### config.mk
export PLATFORM = sky130hd
export DESIGN_NAME = johnson_decoder
export DESIGN_NICKNAME = d
export VERILOG_FILES = /design/src/rtl/johnson_decoder.sv
export SDC_FILE = /design/constraint.sdc
export NUM_CORES = 1
export LEC_CHECK = 0
export ABC_AREA = 1
export CAP_MARGIN = 30
export CORE_UTILIZATION = 53
export CTS_BUF_LIST = sky130_fd_sc_hd__clkbuf_8
export CTS_CLUSTER_SIZE = 30
export DETAILED_ROUTE_END_ITERATION = 6
export MAX_ROUTING_LAYER = met4
export PLACE_DENSITY = 0.81
export SLEW_MARGIN = 20
export SYNTH_ARGS = -nofsm -noshare
export SYNTH_HDL_FRONTEND = slang
export SYNTH_SLANG_ARGS = --single-unit
export TNS_END_PERCENT = 5
### constraint.sdc
create_clock -name clk -period 2 [get_ports clk]
set_input_delay 0.5 -clock clk [delete_from_list [all_inputs] [get_ports clk]]
set_output_delay 0.5 -clock clk [all_outputs]
set_load 0.01 [all_outputs]
### src/rtl/johnson_decoder.sv
// Johnson-code receiver: decodes an N-bit Johnson word to index/one-hot and
// tracks the expected step sequence, reporting lock and lock-breaking errors.
module johnson_decoder #(
    parameter int N          = 4,
    parameter int LOCK_CNT   = 3,
    parameter int ALLOW_HOLD = 0,
    localparam int M         = 2 * N,
    localparam int W         = $clog2(2 * N)
) (
    input  logic         clk,
    input  logic         rst,
    input  logic         en,
    input  logic [N-1:0] q_in,
    output logic         valid,
    output logic         legal,
    output logic [W-1:0] idx,
    output logic [M-1:0] onehot,
    output logic         locked,
    output logic         step_err,
    output logic [7:0]   err_cnt
);

    localparam int RL = $clog2(LOCK_CNT + 1);
    localparam logic [M-1:0] ONE = M'(1);

    typedef enum logic [1:0] {
        SEARCH = 2'd0,
        TRACK  = 2'd1,
        LOCKED = 2'd2
    } state_t;

    state_t        state_q, state_d;
    logic [RL-1:0] run_q, run_d;
    logic [W-1:0]  ref_q, ref_d;
    logic          valid_q, valid_d;
    logic          legal_q, legal_d;
    logic [W-1:0]  idx_q, idx_d;
    logic [M-1:0]  onehot_q, onehot_d;
    logic          locked_q, locked_d;
    logic          step_err_q, step_err_d;
    logic [7:0]    err_cnt_q, err_cnt_d;

    logic          dec_legal;
    logic [W-1:0]  dec_idx;
    logic [W-1:0]  ref_next;
    logic          is_step;
    logic          is_hold;

    // Canonical word for index k: k leading ones for k <= N, then (k-N) leading zeros.
    function automatic logic [N-1:0] code_of(input int k);
        logic [N-1:0] c;
        c = '0;
        for (int j = 0; j < N; j++) begin
            if (k <= N) c[N-1-j] = (j < k);
            else        c[N-1-j] = (j >= k - N);
        end
        return c;
    endfunction

    always_comb begin
        dec_legal = 1'b0;
        dec_idx   = '0;
        for (int k = 0; k < M; k++) begin
            if (q_in == code_of(k)) begin
                dec_legal = 1'b1;
                dec_idx   = W'(k);
            end
        end
    end

    always_comb begin
        state_d    = state_q;
        run_d      = run_q;
        ref_d      = ref_q;
        valid_d    = 1'b0;
        legal_d    = legal_q;
        idx_d      = idx_q;
        onehot_d   = onehot_q;
        step_err_d = 1'b0;
        err_cnt_d  = err_cnt_q;

        ref_next = (ref_q == W'(M - 1)) ? '0 : ref_q + 1'b1;
        is_step  = dec_legal && (dec_idx == ref_next);
        is_hold  = dec_legal && (dec_idx == ref_q) && (ALLOW_HOLD != 0);

        if (en) begin
            valid_d  = 1'b1;
            legal_d  = dec_legal;
            idx_d    = dec_idx;
            onehot_d = dec_legal ? (ONE << dec_idx) : '0;
            if (dec_legal) ref_d = dec_idx;

            case (state_q)
                SEARCH: begin
                    if (dec_legal) begin
                        state_d = TRACK;
                        run_d   = '0;
                    end
                end
                TRACK: begin
                    if (!dec_legal) begin
                        state_d = SEARCH;
                        run_d   = '0;
                    end else if (is_step) begin
                        run_d = run_q + 1'b1;
                        if (run_q == RL'(LOCK_CNT - 1)) state_d = LOCKED;
                    end else if (!is_hold) begin
                        run_d = '0;
                    end
                end
                LOCKED: begin
                    if (!dec_legal) begin
                        state_d    = SEARCH;
                        run_d      = '0;
                        step_err_d = 1'b1;
                    end else if (!(is_step || is_hold)) begin
                        state_d    = TRACK;
                        run_d      = '0;
                        step_err_d = 1'b1;
                    end
                end
                default: state_d = SEARCH;
            endcase
        end

        if (step_err_d && (err_cnt_q != 8'hFF)) err_cnt_d = err_cnt_q + 8'd1;
        locked_d = (state_d == LOCKED);
    end

    always_ff @(posedge clk) begin
        if (rst) begin
            state_q    <= SEARCH;
            run_q      <= '0;
            ref_q      <= '0;
            valid_q    <= 1'b0;
            legal_q    <= 1'b0;
            idx_q      <= '0;
            onehot_q   <= '0;
            locked_q   <= 1'b0;
            step_err_q <= 1'b0;
            err_cnt_q  <= 8'd0;
        end else begin
            state_q    <= state_d;
            run_q      <= run_d;
            ref_q      <= ref_d;
            valid_q    <= valid_d;
            legal_q    <= legal_d;
            idx_q      <= idx_d;
            onehot_q   <= onehot_d;
            locked_q   <= locked_d;
            step_err_q <= step_err_d;
            err_cnt_q  <= err_cnt_d;
        end
    end

    assign valid    = valid_q;
    assign legal    = legal_q;
    assign idx      = idx_q;
    assign onehot   = onehot_q;
    assign locked   = locked_q;
    assign step_err = step_err_q;
    assign err_cnt  = err_cnt_q;

endmodule

==> results of run 1 <==
[Yosys cell counts]
| cell | n | share of area (%) |
|---|---|---|
| nand2_1 | 53 | 13 |
| dfxtp_1 | 30 | 38 |
| nand3_1 | 27 | 8.6 |
| inv_1 | 20 | 4.8 |
| nor2_1 | 20 | 4.8 |
| a21oi_1 | 17 | 5.4 |
| nand2_2 | 12 | 4.8 |
| o21ai_0 | 6 | 1.9 |
| ha_1 | 4 | 3.2 |
| nor3_1 | 4 | 1.3 |
| xor2_1 | 4 | 2.2 |
| clkbuf_1 | 3 | 0.72 |
| o31ai_1 | 3 | 1.4 |
| a22oi_1 | 2 | 0.96 |
| buf_2 | 2 | 0.64 |
| inv_2 | 2 | 0.48 |
| nand2_4 | 2 | 1.4 |
| nand4_1 | 2 | 0.80 |
| nor2_2 | 2 | 0.80 |
| nor2_4 | 2 | 1.4 |
| xnor2_1 | 2 | 1.1 |
| a21oi_2 | 1 | 0.56 |
| clkinv_1 | 1 | 0.24 |
| o21ai_1 | 1 | 0.32 |
| xor2_2 | 1 | 1.0 |
[cell families (layout without fill, tap and decap cells)]
group | count (synthesis) | in the layout | synth area share, %
AOI/OAI and AO/OA | 30 | 30 | 10.6
xor gates and xnor gates | 7 | 7 | 4.39
adders and majority gates | 4 | 4 | 3.19
buffers and inverters | 28 | 84 | 6.86
DFF | 30 | 30 | 38.3
and+or+nand+nor | 124 | 124 | 36.6
[flip-flops by register name, indices dropped and copies added (netlist names)]
signal and flops:
err_cnt 8, onehot 8, idx 3, ref_q 3, run_q 2, state_q 2, legal 1, locked 1
step_err 1, valid 1
[per-stage QoR]
stage          TNS (ns)  std cells  utilization (%)
4_1_cts               0        310             77.8
3_5_place_dp      -5.07        301             74.1
6_report              0        310             78.7
5_1_grt               0        310             78.7
2_1_floorplan         0        223                -
3_3_place_gp      -4.06        301             74.1
[area by class of cell]
| type | instances | share of cell area (%) |
|---|---|---|
| well taps | 31 | 1.77 |
| flip-flops and latches | 30 | 27.4 |
| multi-input cells | 165 | 40.3 |
| repair buffers | 53 | 22.4 |
| inverters | 23 | 3.95 |
| clock inverters | 2 | 0.400 |
| clock buffers | 6 | 3.77 |
[power by group through the flow]
stage	logic [uW]	registers (uW)	clock network, uW
finish	218	623	492
global route	245	624	529
CTS	216	621	506
detailed placement	213	634	0
global placement	210	635	0
floorplan	116	637	0
[path summary, 6_finish.rpt]
| kind | startpoint | end | slack (ns) | cells past startpoint |
|---|---|---|---|---|
| min reg2reg | ref_q[1] | ref_q[1] | 0.47 | 2 |
| max | err_cnt[2] | err_cnt[2] | 0.20 | 1 |
| min | ref_q[1] | ref_q[1] | 0.47 | 2 |
| max reg2reg | ref_q[0] | err_cnt[3] | 0.25 | 11 |
[per-layer routing]
metal	up-vias	part of all wire, %	GRT usage, %
li1	834	-	-
met2	35	49	44.9
met5	-	0	-
met3	5	4.5	7.37
met4	0	1.8	12.9
met1	742	44	30.9
[timing repair]
action | CTS | global route
setup buffers | 1 | 0
pin swaps | 1 | 1
endpoints found under the setup margin | 12 | 17
resized for setup | 2 | 6
[placed cells by master (no fill, tap or decap)]
cell / count
xnor2_1: 2
nand2_2: 12
o21ai_1: 1
nor3_1: 4
dlymetal6s2s_1: 3
clkinv_1: 1
nor2_1: 18
inv_2: 2
xor2_2: 1
ha_1: 3
o31ai_1: 3
buf_12: 1
clkinv_2: 1
dlygate4sd2_1: 1
clkbuf_8: 6
inv_1: 21
a21oi_1: 17
xor2_1: 4
dfxtp_1: 30
a21oi_2: 1
clkdlybuf4s50_1: 25
o21ai_0: 6
a22oi_1: 2
nor2_4: 2
nand4_1: 2
buf_4: 23
nand3_2: 1
nor2_2: 4
nand3_1: 26
nand2_1: 53
ha_4: 1
nand2_4: 2
==> flow_metrics.env, run 1 <==
export IMPL_grt_pass1_vias=1529
export IMPL_grt_use_total_pct=27.3
export IMPL_overflow=0
export IMPL_required_ns=1.50
export IMPL_path_delay_family="buffers and inverters"
export IMPL_holdWs_ns=0.468
export IMPL_grt_pass1_wl_mm=6.53
export IMPL_antenna_found_initial=0
export IMPL_setup_viol=0
export IMPL_yosys_register_bits=30
export IMPL_multiInputGateArea_sq_um=882
export IMPL_place_gp_congestion=0.853
export IMPL_postSynthCellCount=223
export IMPL_fin_area_sq_mm=0.00219
export IMPL_regArea_sq_um=601
export IMPL_via_per_inst=5.21
export IMPL_crit_buf_inv=1
export IMPL_fin_crit_sh_pct=90.0
export IMPL_synth_cell_type_count=25
export IMPL_ir_drop_v=0.000637
export IMPL_tritoncts="done"
export IMPL_crit_arrival_ns=1.30
export IMPL_max_stage_delay_ns=0.58
export IMPL_grt_setup_unrepaired="no"
export IMPL_post_place_ws_ns=-0.352
export IMPL_total_power_uw=1330
export IMPL_clock_latency_ns=0.28
export IMPL_firstDrtPassIters=4
export IMPL_synth_seq_area_share_pct=38.3
export IMPL_syn_cell_area_sq_mm=0.00157
export IMPL_port_buffers=29
export IMPL_setup_ws_ns=0.200
export IMPL_synth_fp_nets=234
export IMPL_drt_iter0_drc=53
export IMPL_crit_path_end_kind="output port"
export IMPL_placed_area_sq_mm=0.00206
export IMPL_fin_nets=289
export IMPL_wl_per_cell_microns=12.0
export IMPL_p_sw_share_pct=26.3
export IMPL_clk_path_buf_depth=2
export IMPL_drive_gt1_share_pct=20.4
export IMPL_synth_warnings=0
export IMPL_initial_core_util_pct=56.4
export IMPL_critPathKind="reg -> out"
export IMPL_htreeDepth=2
export IMPL_hpwl_mm=2.75
export IMPL_hold_buffers=0
export IMPL_avgSynthCellArea_sq_um=7.03
export IMPL_pwr_density_cell_mw_per_mm2=609
export IMPL_num_rows=19
export IMPL_tightest_slew_ns=0.396
export IMPL_layout_area_overhead_vs_synth_pct=39.6
export IMPL_io_pins=30
export IMPL_p_comb_share_pct=16.4
export IMPL_clk_pin_slew_worst_paths_ns=0.06
export IMPL_grt_max_degree=16
export IMPL_clkPwrFrac_pct=36.9
export IMPL_finalClockSkew_ns=0.00460
export IMPL_power_switching_uw=351
export IMPL_hold_path_class="reg -> reg"
export IMPL_drc=0
export IMPL_fmax_mhz=556
export IMPL_hold_viol_final=0
export IMPL_cts_buffers_inserted=5
export IMPL_finalCriticalPeriod_ns=1.80
export IMPL_die_w_microns=56.4
export IMPL_clkSinkCount=30
export IMPL_drv_slew=0
export IMPL_outcome="finished, final reports clean"
export IMPL_wl_mm=3.73
export IMPL_antennaDiodeCount=0
export IMPL_crit_fanout=6
export IMPL_coreArea_sq_mm=0.00278
export IMPL_cp_cell_sequence="clkdlybuf4s50_1"
export IMPL_fill_cells=207
export IMPL_design_die_area_sq_mm=0.00318
export IMPL_slowest_stage="clkdlybuf4s50_1"
export IMPL_root_buffer="clkbuf_8"
export IMPL_vias=1616
export IMPL_critPathLaunchType="flop"
export IMPL_p_leak_uw=0.00102
export IMPL_internal_power_uw=982
export IMPL_slew_headroom_pct=73.6
export IMPL_drtAntennaViolNets=0
export IMPL_p_seq_share_pct=46.7
export IMPL_drv_cap=0
export IMPL_die_h_microns=56.4
(Power assumes the default switching activity.)
==> run 2, diff against run 1 <==
CORE_UTILIZATION = 35   (was 53)
HOLD_SLACK_MARGIN = 0.05   (was unset)
PLACE_DENSITY = unset   (was 0.81)
SETUP_SLACK_MARGIN = 0.02   (was unset)
==> run 2 against run 1 <==
Critical endpoint is now run_q[0]. Clock power shrank 2%. Global-route usage shrank 8.9 points. Critical path type is now in -> reg. Via count down 4.9%. Register-to-register slack got worse by 0.08 ns. Die area is 49% higher.
==> flow_metrics.env, run 2 (synthesis gave the netlist of run 1 again) <==
export IMPL_ir_drop_v=0.000477
export IMPL_hold_path_class="reg -> reg"
export IMPL_drive_gt1_share_pct=19.1
export IMPL_crit_arrival_ns=2.01
export IMPL_hold_viol_final=0
export IMPL_drv_slew=0
export IMPL_finalCriticalPeriod_ns=1.85
export IMPL_layout_area_overhead_vs_synth_pct=38.8
export IMPL_critPathLaunchType="primary input"
export IMPL_pwr_density_cell_mw_per_mm2=605
export IMPL_via_per_inst=4.69
export IMPL_post_place_ws_ns=-0.343
export IMPL_clock_latency_ns=0.27
export IMPL_fin_nets=288
export IMPL_grt_setup_unrepaired="no"
export IMPL_clk_path_buf_depth=2
export IMPL_wl_mm=3.70
export IMPL_finalClockSkew_ns=0.00349
export IMPL_crit_path_end_kind="flop"
export IMPL_drv_cap=0
export IMPL_grt_max_degree=16
export IMPL_place_gp_congestion=0.837
export IMPL_coreArea_sq_mm=0.00414
export IMPL_setup_ws_ns=0.148
export IMPL_critPathKind="in -> reg"
export IMPL_crit_fanout=7
export IMPL_clk_pin_slew_worst_paths_ns=0.06
export IMPL_drt_iter0_drc=65
export IMPL_die_w_microns=68.9
export IMPL_design_die_area_sq_mm=0.00475
export IMPL_tritoncts="done"
export IMPL_wl_per_cell_microns=11.3
export IMPL_setup_viol=0
export IMPL_drtAntennaViolNets=0
export IMPL_io_pins=30
export IMPL_grt_pass1_vias=1430
export IMPL_antennaDiodeCount=0
export IMPL_outcome="finished, final reports clean"
export IMPL_antenna_found_initial=0
export IMPL_htreeDepth=2
export IMPL_p_leak_uw=0.000987
export IMPL_instances_no_fill=328
export IMPL_die_h_microns=68.9
export IMPL_root_buffer="clkbuf_8"
export IMPL_num_rows=23
export IMPL_initial_core_util_pct=37.8
export IMPL_overflow=0
export IMPL_dp_cells=318
export IMPL_grt_use_total_pct=18.4
export IMPL_tightest_slew_ns=0.402
export IMPL_final_cell_mix="nand2_1, dfxtp_1, nand3_1"
export IMPL_final_common_cell="nand2_1"
export IMPL_slew_headroom_pct=73.1
export IMPL_port_buffers=29
export IMPL_required_ns=2.16
export IMPL_clkSinkCount=30
export IMPL_grt_pass1_wl_mm=6.34
export IMPL_drc=0
export IMPL_fill_cells=435
export IMPL_vias=1537
export IMPL_fmax_mhz=540
export IMPL_fin_crit_sh_pct=92.6
export IMPL_hpwl_mm=2.83
export IMPL_final_util_pct=52.5
export IMPL_firstDrtPassIters=4
export IMPL_cts_buffers_inserted=5
==> run 2: area by class of cell <==
cell class                      count  area, sq um  share of cell area (%)
Clock buffer                        6         82.6                    3.80
Clock inverter                      2         8.76                   0.403
Multi-Input combinational cell    165          865                    39.7
Timing Repair Buffer               52          470                    21.6
Sequential cell                    30          601                    27.6
Inverter                           23         86.3                    3.97
Tap cell                           50         62.6                    2.88
==> run 2: worst paths after layout <==
path | start | end | slack [ns] | cells past startpoint
worst max-delay path | q_in[2] | run_q[0] | 0.15 | 11
worst max register to register | ref_q[0] | err_cnt[0] | 0.17 | 11
worst min register to register | legal | legal | 0.47 | 2
worst min-delay path | legal | legal | 0.47 | 2
==> run 2: timing repair <==
action / in CTS / in global routing
pin swaps: 1 / 2
gates resized for setup: 5 / 0
setup endpoints to repair: 13 / 1
setup buffers: 1 / 1
hold endpoints to repair: 0 / 0
hold buffers: 0 / 0
==> run 2: worst max-delay path: stages <==
cell,delay (ns)
dlygate4sd2_1,0.32
nor2_2,0.17
buf_4,0.13
nand2_1,0.07
nand3_1,0.10
nor2_1,0.08
buf_4,0.14
a21oi_1,0.19
nand2_1,0.12
o21ai_1,0.14
a21oi_1,0.05
==> run 2: where the power goes <==
part	total, uW	internal [uW]	switching (uW)
Clock	483	272	211
Combinational	211	91.4	120
Sequential	622	613	8.61
Total	1320	976	339
==> run 2: stage by stage <==
| stage | setup TNS [ns] | power (uW) | hold slack, ns | area, sq um |
|---|---|---|---|---|
| 2_1_floorplan | 0 | 753 | 0.443 | 1570 |
| 3_3_place_gp | -4.45 | 845 | 0.457 | 2070 |
| 3_5_place_dp | -4.74 | 845 | 0.461 | 2070 |
| 4_1_cts | 0 | 1340 | 0.471 | 2170 |
| 5_1_grt | 0 | 1390 | 0.502 | 2180 |
| 6_report | 0 | 1320 | 0.468 | 2180 |
==> run 2: per-layer routing <==
layer / vias to the layer above / part of all wire [%] / track usage [%]
met1: 680 / 51 / 23.1
met5: - / 0 / -
met3: 2 / 3.1 / 3.95
met2: 25 / 45 / 30.0
met4: 0 / 0.65 / 4.59
li1: 830 / - / -
==> run 3, diff against run 2 <==
==> constraint.sdc (replaced) <==
create_clock -name clk -period 2 [get_ports clk]
set_input_delay 0.5 -clock clk [delete_from_list [all_inputs] [get_ports clk]]
set_output_delay 0.5 -clock clk [all_outputs]
set_load 0.1 [all_outputs]
==> run 3 against run 2 <==
Final cell count grew 0.30%. Critical path depth grew 1. Worst hold slack gained 0.0055 ns. Clock-buffer cell count is the same. Via count grew 1.0%. Critical endpoint is now err_cnt[0].
==> flow_metrics.env, run 3 (synthesis gave the netlist of run 1 again) <==
export IMPL_io_pins=30
export IMPL_die_h_microns=68.9
export IMPL_place_gp_congestion=0.892
export IMPL_coreArea_sq_mm=0.00414
export IMPL_clock_latency_ns=0.28
export IMPL_fin_nets=289
export IMPL_required_ns=2.17
export IMPL_finalCriticalPeriod_ns=1.89
export IMPL_critPathKind="reg -> reg"
export IMPL_finalClockSkew_ns=0.00396
export IMPL_initial_core_util_pct=37.8
export IMPL_drt_iter0_drc=67
export IMPL_slew_headroom_pct=71.9
export IMPL_cp_startpoint="ref_q[0]"
export IMPL_hold_path_class="reg -> reg"
export IMPL_cts_buffers_inserted=5
export IMPL_grt_met3_usage_pct=5.43
export IMPL_antennaDiodeCount=0
export IMPL_ir_drop_v=0.000409
export IMPL_fmax_mhz=530
export IMPL_layout_area_overhead_vs_synth_pct=48.8
export IMPL_overflow=0
export IMPL_p_leak_uw=0.00108
export IMPL_min_delay_start="ref_q[1]"
export IMPL_final_common_cell="nand2_1"
export IMPL_instances_no_fill=329
export IMPL_clk_path_buf_depth=2
export IMPL_drive_gt1_share_pct=32.3
export IMPL_num_rows=23
export IMPL_final_cell_mix="nand2_1, buf_4, nand3_1"
export IMPL_globalRouteMet1Util_pct=23.2
export IMPL_drtAntennaViolNets=0
export IMPL_setup_viol=0
export IMPL_hold_buffers=0
export IMPL_antenna_found_initial=0
export IMPL_via_per_inst=4.72
export IMPL_clkSinkCount=30
export IMPL_hold_viol_final=0
export IMPL_drv_cap=0
export IMPL_crit_arrival_ns=2.05
export IMPL_critPathLaunchType="flop"
export IMPL_htreeDepth=2
export IMPL_grt_busiest_layer="met2"
export IMPL_tightest_slew_ns=0.422
export IMPL_dp_cells=318
export IMPL_tritoncts="done"
export IMPL_fin_setup_tns_ns=0
export IMPL_firstDrtPassIters=4
export IMPL_wl_per_cell_microns=11.5
export IMPL_die_w_microns=68.9
export IMPL_total_power_uw=1400
export IMPL_pwr_density_cell_mw_per_mm2=602
export IMPL_fin_crit_sh_pct=94.3
export IMPL_grt_util_met2_pct=29.6
export IMPL_crit_path_end_kind="flop"
export IMPL_outcome="finished, final reports clean"
export IMPL_reg2reg_from="ref_q[0]"
export IMPL_drc=0
export IMPL_vias=1553
export IMPL_grt_use_total_pct=18.9
export IMPL_drv_slew=0
export IMPL_wl_mm=3.78
export IMPL_grt_setup_unrepaired="yes"
export IMPL_design_die_area_sq_mm=0.00475
export IMPL_grt_max_degree=16
export IMPL_grt_pass1_vias=1426
export IMPL_port_buffers=29
export IMPL_clk_pin_slew_worst_paths_ns=0.06
export IMPL_grt_pass1_wl_mm=6.27
export IMPL_post_place_ws_ns=-0.321
export IMPL_hpwl_mm=2.81
export IMPL_setup_ws_ns=0.114
export IMPL_crit_fanout=8
export IMPL_root_buffer="clkbuf_8"
run 3: cell types whose count changed in the layout (fill, tap and decap cells not counted), moves of 2 or more:
cell             delta
dfxtp_1             -7
dlygate4sd2_1       -4
clkbuf_2            +3
clkdlybuf4s50_1    -23
ha_1                -2
dfxtp_2             +7
buf_12             +15
buf_4               +9
run 3: report_power, final:
part | internal, uW | switching, uW | total, uW
Clock | 272 | 222 | 494
Combinational | 106 | 177 | 283
Sequential | 613 | 12.6 | 626
run 3: final timing paths:
kind / to / slack [ns] / cells past startpoint
worst max-delay path: err_cnt[0] / 0.11 / 12
worst min-delay path: ref_q[1] / 0.47 / 2
worst max register to register: err_cnt[0] / 0.11 / 12
worst min register to register: ref_q[1] / 0.47 / 2
run 3: worst max-delay path, cell delays in order (launching register included):
cell and delay, ns:
dfxtp_2 0.34, ha_2 0.20, ha_4 0.28, inv_1 0.05, nand3_1 0.09, nand2_2 0.06
nand2_2 0.08, nor2_4 0.05, buf_12 0.12, nor2_4 0.18, nand2_4 0.11, xor2_2 0.18
nor2_2 0.04
run 3: per-stage QoR:
stage          area [sq um]  utilization, %  hold WS (ns)
2_1_floorplan          1580               -         0.443
3_3_place_gp           2190            53.0         0.456
3_5_place_dp           2190            53.0         0.458
4_1_cts                2290            55.2         0.468
5_1_grt                2330            56.3         0.504
6_report               2330            56.3         0.474
run 3: area by class of cell:
cell class | instances | area, sq um
clock inverters | 2 | 8.76
repair buffers | 53 | 601
fillers | 406 | 1810
inverters | 23 | 86.3
multi-input cells | 165 | 882
well taps | 50 | 62.6
clock buffers | 6 | 82.6
flip-flops and latches | 30 | 609
run 3: per-layer routing:
layer	part of all wire [%]	routed length [microns]
met1	47	1760
met2	49	1840
met3	4.1	153
met4	0.61	23
met5	0	0
run 3: what timing repair did:
action | CTS | global route
pin swaps | 1 | 5
gates resized for setup | 4 | 11
endpoints found under the setup margin | 10 | 17
buffers inserted | 0 | 3
